===== src/rtl/button_reader.sv =====
// -----------------------------------------------------------------------------
// button_reader
//   Synchronizes, debounces and classifies a raw mechanical push-button.
//   The raw pin passes through a two-flop synchronizer, is normalized so that
//   1 always means "pressed", and drives a four-state debounce FSM. Every
//   output comes straight from a flop.
//
// Parameters
//   DEBOUNCE   : consecutive stable samples needed to accept a change (>= 2)
//   LONGPRESS  : cycles held after the press pulse before long_press_o fires;
//                0 disables long_press_o
//   ACTIVE_LOW : 1 = pin reads 0 when pressed, 0 = pin reads 1 when pressed
//
// Ports
//   clk          : system clock, all state on rising edge
//   clr_n        : asynchronous active-low reset
//   btn_i        : raw, asynchronous, bouncing button pin
//   pressed_o    : debounced level, 1 while the button is accepted as down
//   press_o      : one-cycle pulse on accepted press
//   release_o    : one-cycle pulse on accepted release
//   long_press_o : one-cycle pulse, at most once per press, when the hold
//                  time reaches LONGPRESS
// -----------------------------------------------------------------------------
module button_reader #(
    parameter int unsigned DEBOUNCE   = 1000000,
    parameter int unsigned LONGPRESS  = 100000000,
    parameter bit          ACTIVE_LOW = 1'b1
) (
    input  logic clk,
    input  logic clr_n,
    input  logic btn_i,
    output logic pressed_o,
    output logic press_o,
    output logic release_o,
    output logic long_press_o
);

    localparam int unsigned DB_W   = $clog2(DEBOUNCE + 1);
    localparam int unsigned HOLD_W = (LONGPRESS == 0) ? 1 : $clog2(LONGPRESS + 1);

    typedef enum logic [1:0] {
        ST_UP      = 2'd0,
        ST_DB_DOWN = 2'd1,
        ST_DOWN    = 2'd2,
        ST_DB_UP   = 2'd3
    } state_e;

    logic [1:0]        sync_q;
    state_e            state_q;
    logic [DB_W-1:0]   db_cnt_q;
    logic [HOLD_W-1:0] hold_q;
    logic              pressed_q;
    logic              press_q;
    logic              release_q;
    logic              long_q;

    logic              s_c;
    logic              db_last_c;
    logic              hold_sat_c;
    logic [HOLD_W-1:0] hold_nxt_c;
    logic              long_hit_c;

    // Two-flop synchronizer; resets to the released pin level so a reset
    // never looks like a press.
    always_ff @(posedge clk or negedge clr_n) begin
        if (!clr_n) begin
            sync_q <= {2{ACTIVE_LOW}};
        end else begin
            sync_q <= {sync_q[0], btn_i};
        end
    end

    // Normalized sample: 1 means pressed regardless of pin polarity.
    assign s_c = sync_q[1] ^ ACTIVE_LOW;

    // Current sample is the DEBOUNCE-th consecutive one in the new direction.
    assign db_last_c = (db_cnt_q == DB_W'(DEBOUNCE - 1));

    // Hold counter saturates at LONGPRESS so it never wraps; long_press fires
    // on the single increment that lands exactly on LONGPRESS.
    assign hold_sat_c = (hold_q == HOLD_W'(LONGPRESS));
    assign hold_nxt_c = hold_sat_c ? hold_q : (hold_q + HOLD_W'(1));
    assign long_hit_c = (LONGPRESS != 0) && (hold_q == HOLD_W'(LONGPRESS - 1));

    // Debounce / classification FSM with registered pulse outputs.
    always_ff @(posedge clk or negedge clr_n) begin
        if (!clr_n) begin
            state_q   <= ST_UP;
            db_cnt_q  <= '0;
            hold_q    <= '0;
            pressed_q <= 1'b0;
            press_q   <= 1'b0;
            release_q <= 1'b0;
            long_q    <= 1'b0;
        end else begin
            press_q   <= 1'b0;
            release_q <= 1'b0;
            long_q    <= 1'b0;
            case (state_q)
                ST_UP: begin
                    if (s_c) begin
                        state_q  <= ST_DB_DOWN;
                        db_cnt_q <= DB_W'(1);
                    end
                end
                ST_DB_DOWN: begin
                    if (!s_c) begin
                        // Bounce rejected, nothing visible changes.
                        state_q  <= ST_UP;
                        db_cnt_q <= '0;
                    end else if (db_last_c) begin
                        state_q   <= ST_DOWN;
                        db_cnt_q  <= '0;
                        hold_q    <= '0;
                        pressed_q <= 1'b1;
                        press_q   <= 1'b1;
                    end else begin
                        db_cnt_q <= db_cnt_q + DB_W'(1);
                    end
                end
                ST_DOWN: begin
                    hold_q <= hold_nxt_c;
                    long_q <= long_hit_c;
                    if (!s_c) begin
                        state_q  <= ST_DB_UP;
                        db_cnt_q <= DB_W'(1);
                    end
                end
                ST_DB_UP: begin
                    if (s_c) begin
                        // Release glitch: resume DOWN, hold timing keeps running.
                        state_q  <= ST_DOWN;
                        db_cnt_q <= '0;
                        hold_q   <= hold_nxt_c;
                        long_q   <= long_hit_c;
                    end else if (db_last_c) begin
                        // Release wins this cycle, keeping pulses exclusive.
                        state_q   <= ST_UP;
                        db_cnt_q  <= '0;
                        hold_q    <= '0;
                        pressed_q <= 1'b0;
                        release_q <= 1'b1;
                    end else begin
                        db_cnt_q <= db_cnt_q + DB_W'(1);
                        hold_q   <= hold_nxt_c;
                        long_q   <= long_hit_c;
                    end
                end
                default: begin
                    state_q  <= ST_UP;
                    db_cnt_q <= '0;
                    hold_q   <= '0;
                end
            endcase
        end
    end

    assign pressed_o    = pressed_q;
    assign press_o      = press_q;
    assign release_o    = release_q;
    assign long_press_o = long_q;

endmodule


===== config.mk =====
export PLATFORM = sky130hd
export DESIGN_NAME = button_reader
export DESIGN_NICKNAME = d
export VERILOG_FILES = /design/src/rtl/button_reader.sv
export SDC_FILE = /design/constraint.sdc
export NUM_CORES = 1
export LEC_CHECK = 0
export BUFFER_PORTS_ARGS = -buffer_cell sky130_fd_sc_hd__buf_2
export CAP_MARGIN = 20
export CORE_UTILIZATION = 57
export CTS_CLUSTER_DIAMETER = 150
export DETAILED_ROUTE_END_ITERATION = 16
export PLACE_DENSITY_LB_ADDON = 0.25
export SYNTH_ARGS = -nofsm -noshare
export SYNTH_HDL_FRONTEND = slang
export SYNTH_SLANG_ARGS = --single-unit

===== constraint.sdc =====
create_clock -name clk -period 3.5 [get_ports clk]
set_clock_uncertainty 0.05 [all_clocks]
set_input_delay 0.35 -clock clk [delete_from_list [all_inputs] [get_ports clk]]
set_output_delay 0.35 -clock clk [all_outputs]
set_load 0.1 [all_outputs]

==> results.cfg <==
[worst_setup_path]
crit-reg2reg-launch = db_cnt_q[6]$_DFFE_PN0P_
cp-end-kind = register
path_cells = or4_4 -> nor4_4 -> a31oi_2 -> buf_8 -> or4_1 -> a21oi_1
cpPeakStageDelay_ns = 0.59
required_ns = 3.67
timing.critical_path.buf_inv = 1
arrival_ns = 2.95
reg2reg_slack_ns = 0.72
r2r-end = hold_q[11]$_DFFE_PN0P_
worstRegToRegCells = 6
path_class = reg2reg
crit_path_max_fanout = 27
setup.worst_path.start_class = register
critPathTopFamily = simple AND/OR/NAND/NOR gates
cp_slowest_cell = or4_4

[logic_synthesis]
synth_edf_count = 0
synth-simple-area-share_pct = 27.6
synth_fa_ha_area_share_pct = 1.23
yosysWarningCount = 0
yosysUniqueCellTypes = 50
synth_xor_area_share_pct = 1.15
async_flop_share_pct = 100
synthMuxAreaShare_pct = 1.03
synth_compound_area_share_pct = 20.2
ys_seq_area_share_pct = 45.3
syn_area_um2 = 3040
synthCells = 341
synth_top_family_by_area = simple AND/OR/NAND/NOR gates
avgSynthCellArea_um2 = 8.92
syn-num-nets = 347
synthFlopType = dfrtp_1
ys_ff_latch = 55

[clock_tree]
cts_tree = yes
clock_latency_ns = 0.32
cts_htree_levels = 2
clk_root_buffer_cell = clkbuf_8
clock_sinks = 55
cts-hold-fix-buffers = 0
clkTransAtPathRegs_ns = 0.09
cts-resized-gates = 0
postCtsSetupBuffers = 0
clockBufferDepth = 2
numCtsBuffers = 5

[drt]
wirelength_um = 7040
ant_nets = 0
route.detailed.wl_per_inst_um = 16.9
dr.first_iter.drc_count = 233
remaining_drc_errors = 0
via_per_inst = 6.64
vias = 2761
drt-pass1-iter-count = 6

[finish]
fin_cells = 416
final-seq-area_um2 = 1380
n_antenna_cell = 0
area_growth_pct = 7.24
drive_gt1_share_pct = 8.67
multi_input_area_um2 = 1570
fillCellCount = 420
nets = 351

[floorplanning]
die_area_um2 = 5630
die_y_um = 75.0
rows = 26
core-area_um2 = 5110
start_util_pct = 59.5
dieWidth_um = 75.0
io-pin-count = 7

[place]
hpwl_um = 4720
gp_congestion = 0.826
dp.cells = 406
portBuffers = 6

[pwr]
p_int_uw = 812
totalPowerFinal_mw = 1.05
clkPwrFrac_pct = 34.6
pwr-share-comb_pct = 4.0
p_sw_uw = 238
power_frac_seq_pct = 61.4
power_density_nw_per_um2 = 322
swShare_pct = 22.7
p_leak_nw = 1.31
ir_worst_vdd_mv = 0.301

[global_routing]
top_usage_layer = met1
grtUsageMet3_pct = 4.55
grt_pass1_wl_um = 11700
use_met1_pct = 40.8
grt_pass1_vias = 2445
grt_util_all_layers_pct = 27.4
met2_usage_pct = 40.3
antenna_found_initial = 0
gr-total-overflow = 0
grt_start_max_net_pins = 44

[sta]
report.final.slew_viol_count = 0
fmax_mhz = 360
hold_viol = 0
rsz0062_at_grt = false
setup_viol = 0
fin_tns_setup_ns = 0
worstMarginPinSlew_ns = 0.987
period_needed_ns = 2.78
finalCritPeriodShare_pct = 79.5
slew_headroom_pct = 34.2

[worst_hold_path]
hp-class = in2reg
hold_start = btn_i
worstHoldEndpoint = sync_q[0]$_DFF_PN1_
hold_depth = 1

[flow_run]
cap_violations = 0

[outcome]
status = finished, final reports clean
[area by class of cell]
type                            instances  share of cell area [%]
Tap cell                               70                    2.69
Clock inverter                          1                   0.153
Timing Repair Buffer                   12                    2.76
Inverter                               12                    1.38
Clock buffer                            7                    2.65
Multi-Input combinational cell        259                    48.1
Sequential cell                        55                    42.3
[sequential cells by signal, summed over array words and instances, names as in the netlist, named ones only]
| signal | flops |
|---|---|
| hold_q | 27 |
| db_cnt_q | 20 |
| sync_q | 2 |
| long_press_o | 1 |
| press_o | 1 |
| pressed_o | 1 |
| release_o | 1 |
| state_q | 1 |
[worst register-to-register path, cell delays in order (launching register included)]
cell     delay (ns)
dfrtp_1        0.46
or4_4          0.59
nor4_4         0.45
a31oi_2        0.24
buf_8          0.23
or4_1          0.47
a21oi_1        0.19
[synth_stat cells, types with 3 or more instances]
cell	n	area (µm²)
nor4_1	6	37.5
dfrtp_1	53	1330
nor2_1	15	56.3
xor2_1	3	26.3
and3_1	13	81.3
a21o_1	4	30.0
o31ai_1	9	67.6
nand4_1	9	56.3
clkbuf_1	12	45.0
a41oi_1	3	26.3
or3_1	3	18.8
o211ai_1	4	30.0
nand2_1	37	139
nand4b_1	3	26.3
nand3_1	28	140
nor3_1	9	45.0
o21ai_0	18	90.1
ha_1	3	37.5
a31oi_1	14	87.6
a21oi_1	31	155
inv_1	12	45.0
a22o_1	3	26.3
or4_1	12	90.1
[kinds of logic (layout without fill, tap and decap cells)]
group           count (synthesis)  after routing
compound gates                 98             98
xor+xnor                        4              4
fa+ha+maj                       3              3
buf+inv                        27             32
flops                          55             55
mux                             3              3
simple gates                  151            151
[per-stage QoR]
stage               hold slack (ns)  worst slack, ns  utilization (%)  cell area (µm²)
floorplan                   0.00441             1.12                -             3040
CTS                          0.0750            0.521             63.3             3230
global route                 0.0788            0.580             63.8             3260
finish                       0.0758            0.719             63.8             3260
detailed placement            0.299            0.529             61.5             3140
global placement              0.297            0.652             61.5             3140
[power by group through the flow]
stage,Clock [mW],Sequential [mW],Combinational (mW)
2_1_floorplan,0,0.656,0.0221
3_3_place_gp,0,0.658,0.0396
3_5_place_dp,0,0.658,0.0411
4_1_cts,0.368,0.645,0.0410
5_1_grt,0.386,0.646,0.0484
6_report,0.363,0.645,0.0419
[layer usage]
metal  wire length (µm)  part of all wire, %
met4                 78                  1.1
met2               3180                   45
met3                409                  5.8
met5                  0                    0
met1               3380                   48
[layout by cell type (no fill, tap or decap), drive strengths merged, types with 2 or more instances in the layout]
cell,n
a41o,2
nor4,8
nand3,28
and3,13
a22o,3
dfrtp,53
ha,3
a41oi,3
dfstp,2
or3,3
o22ai,2
nand2,37
nand3b,2
o2111ai,2
xor2,3
and4,2
o31ai,9
buf,12
nand4b,3
nor2,15
a21o,4
or4,13
mux2i,2
a21oi,31
a31oi,14
o211ai,4
nand4,9
nor2b,2
nor3,9
inv,12
o21ai,18
and2,2
clkbuf,7
[worst max-delay path by stage]
| stage | depth (start not counted) | startpoint | endpoint |
|---|---|---|---|
| finish | 6 | db_cnt_q[6]$_DFFE_PN0P_ | hold_q[11]$_DFFE_PN0P_ |
| global route | 6 | db_cnt_q[6]$_DFFE_PN0P_ | hold_q[18]$_DFFE_PN0P_ |
| CTS | 5 | db_cnt_q[10]$_DFFE_PN0P_ | hold_q[11]$_DFFE_PN0P_ |
| detailed placement | 5 | db_cnt_q[6]$_DFFE_PN0P_ | hold_q[11]$_DFFE_PN0P_ |
| global placement | 5 | db_cnt_q[6]$_DFFE_PN0P_ | hold_q[18]$_DFFE_PN0P_ |
| floorplan | 6 | db_cnt_q[7]$_DFFE_PN0P_ | hold_q[11]$_DFFE_PN0P_ |
(Power assumes the default switching activity.)
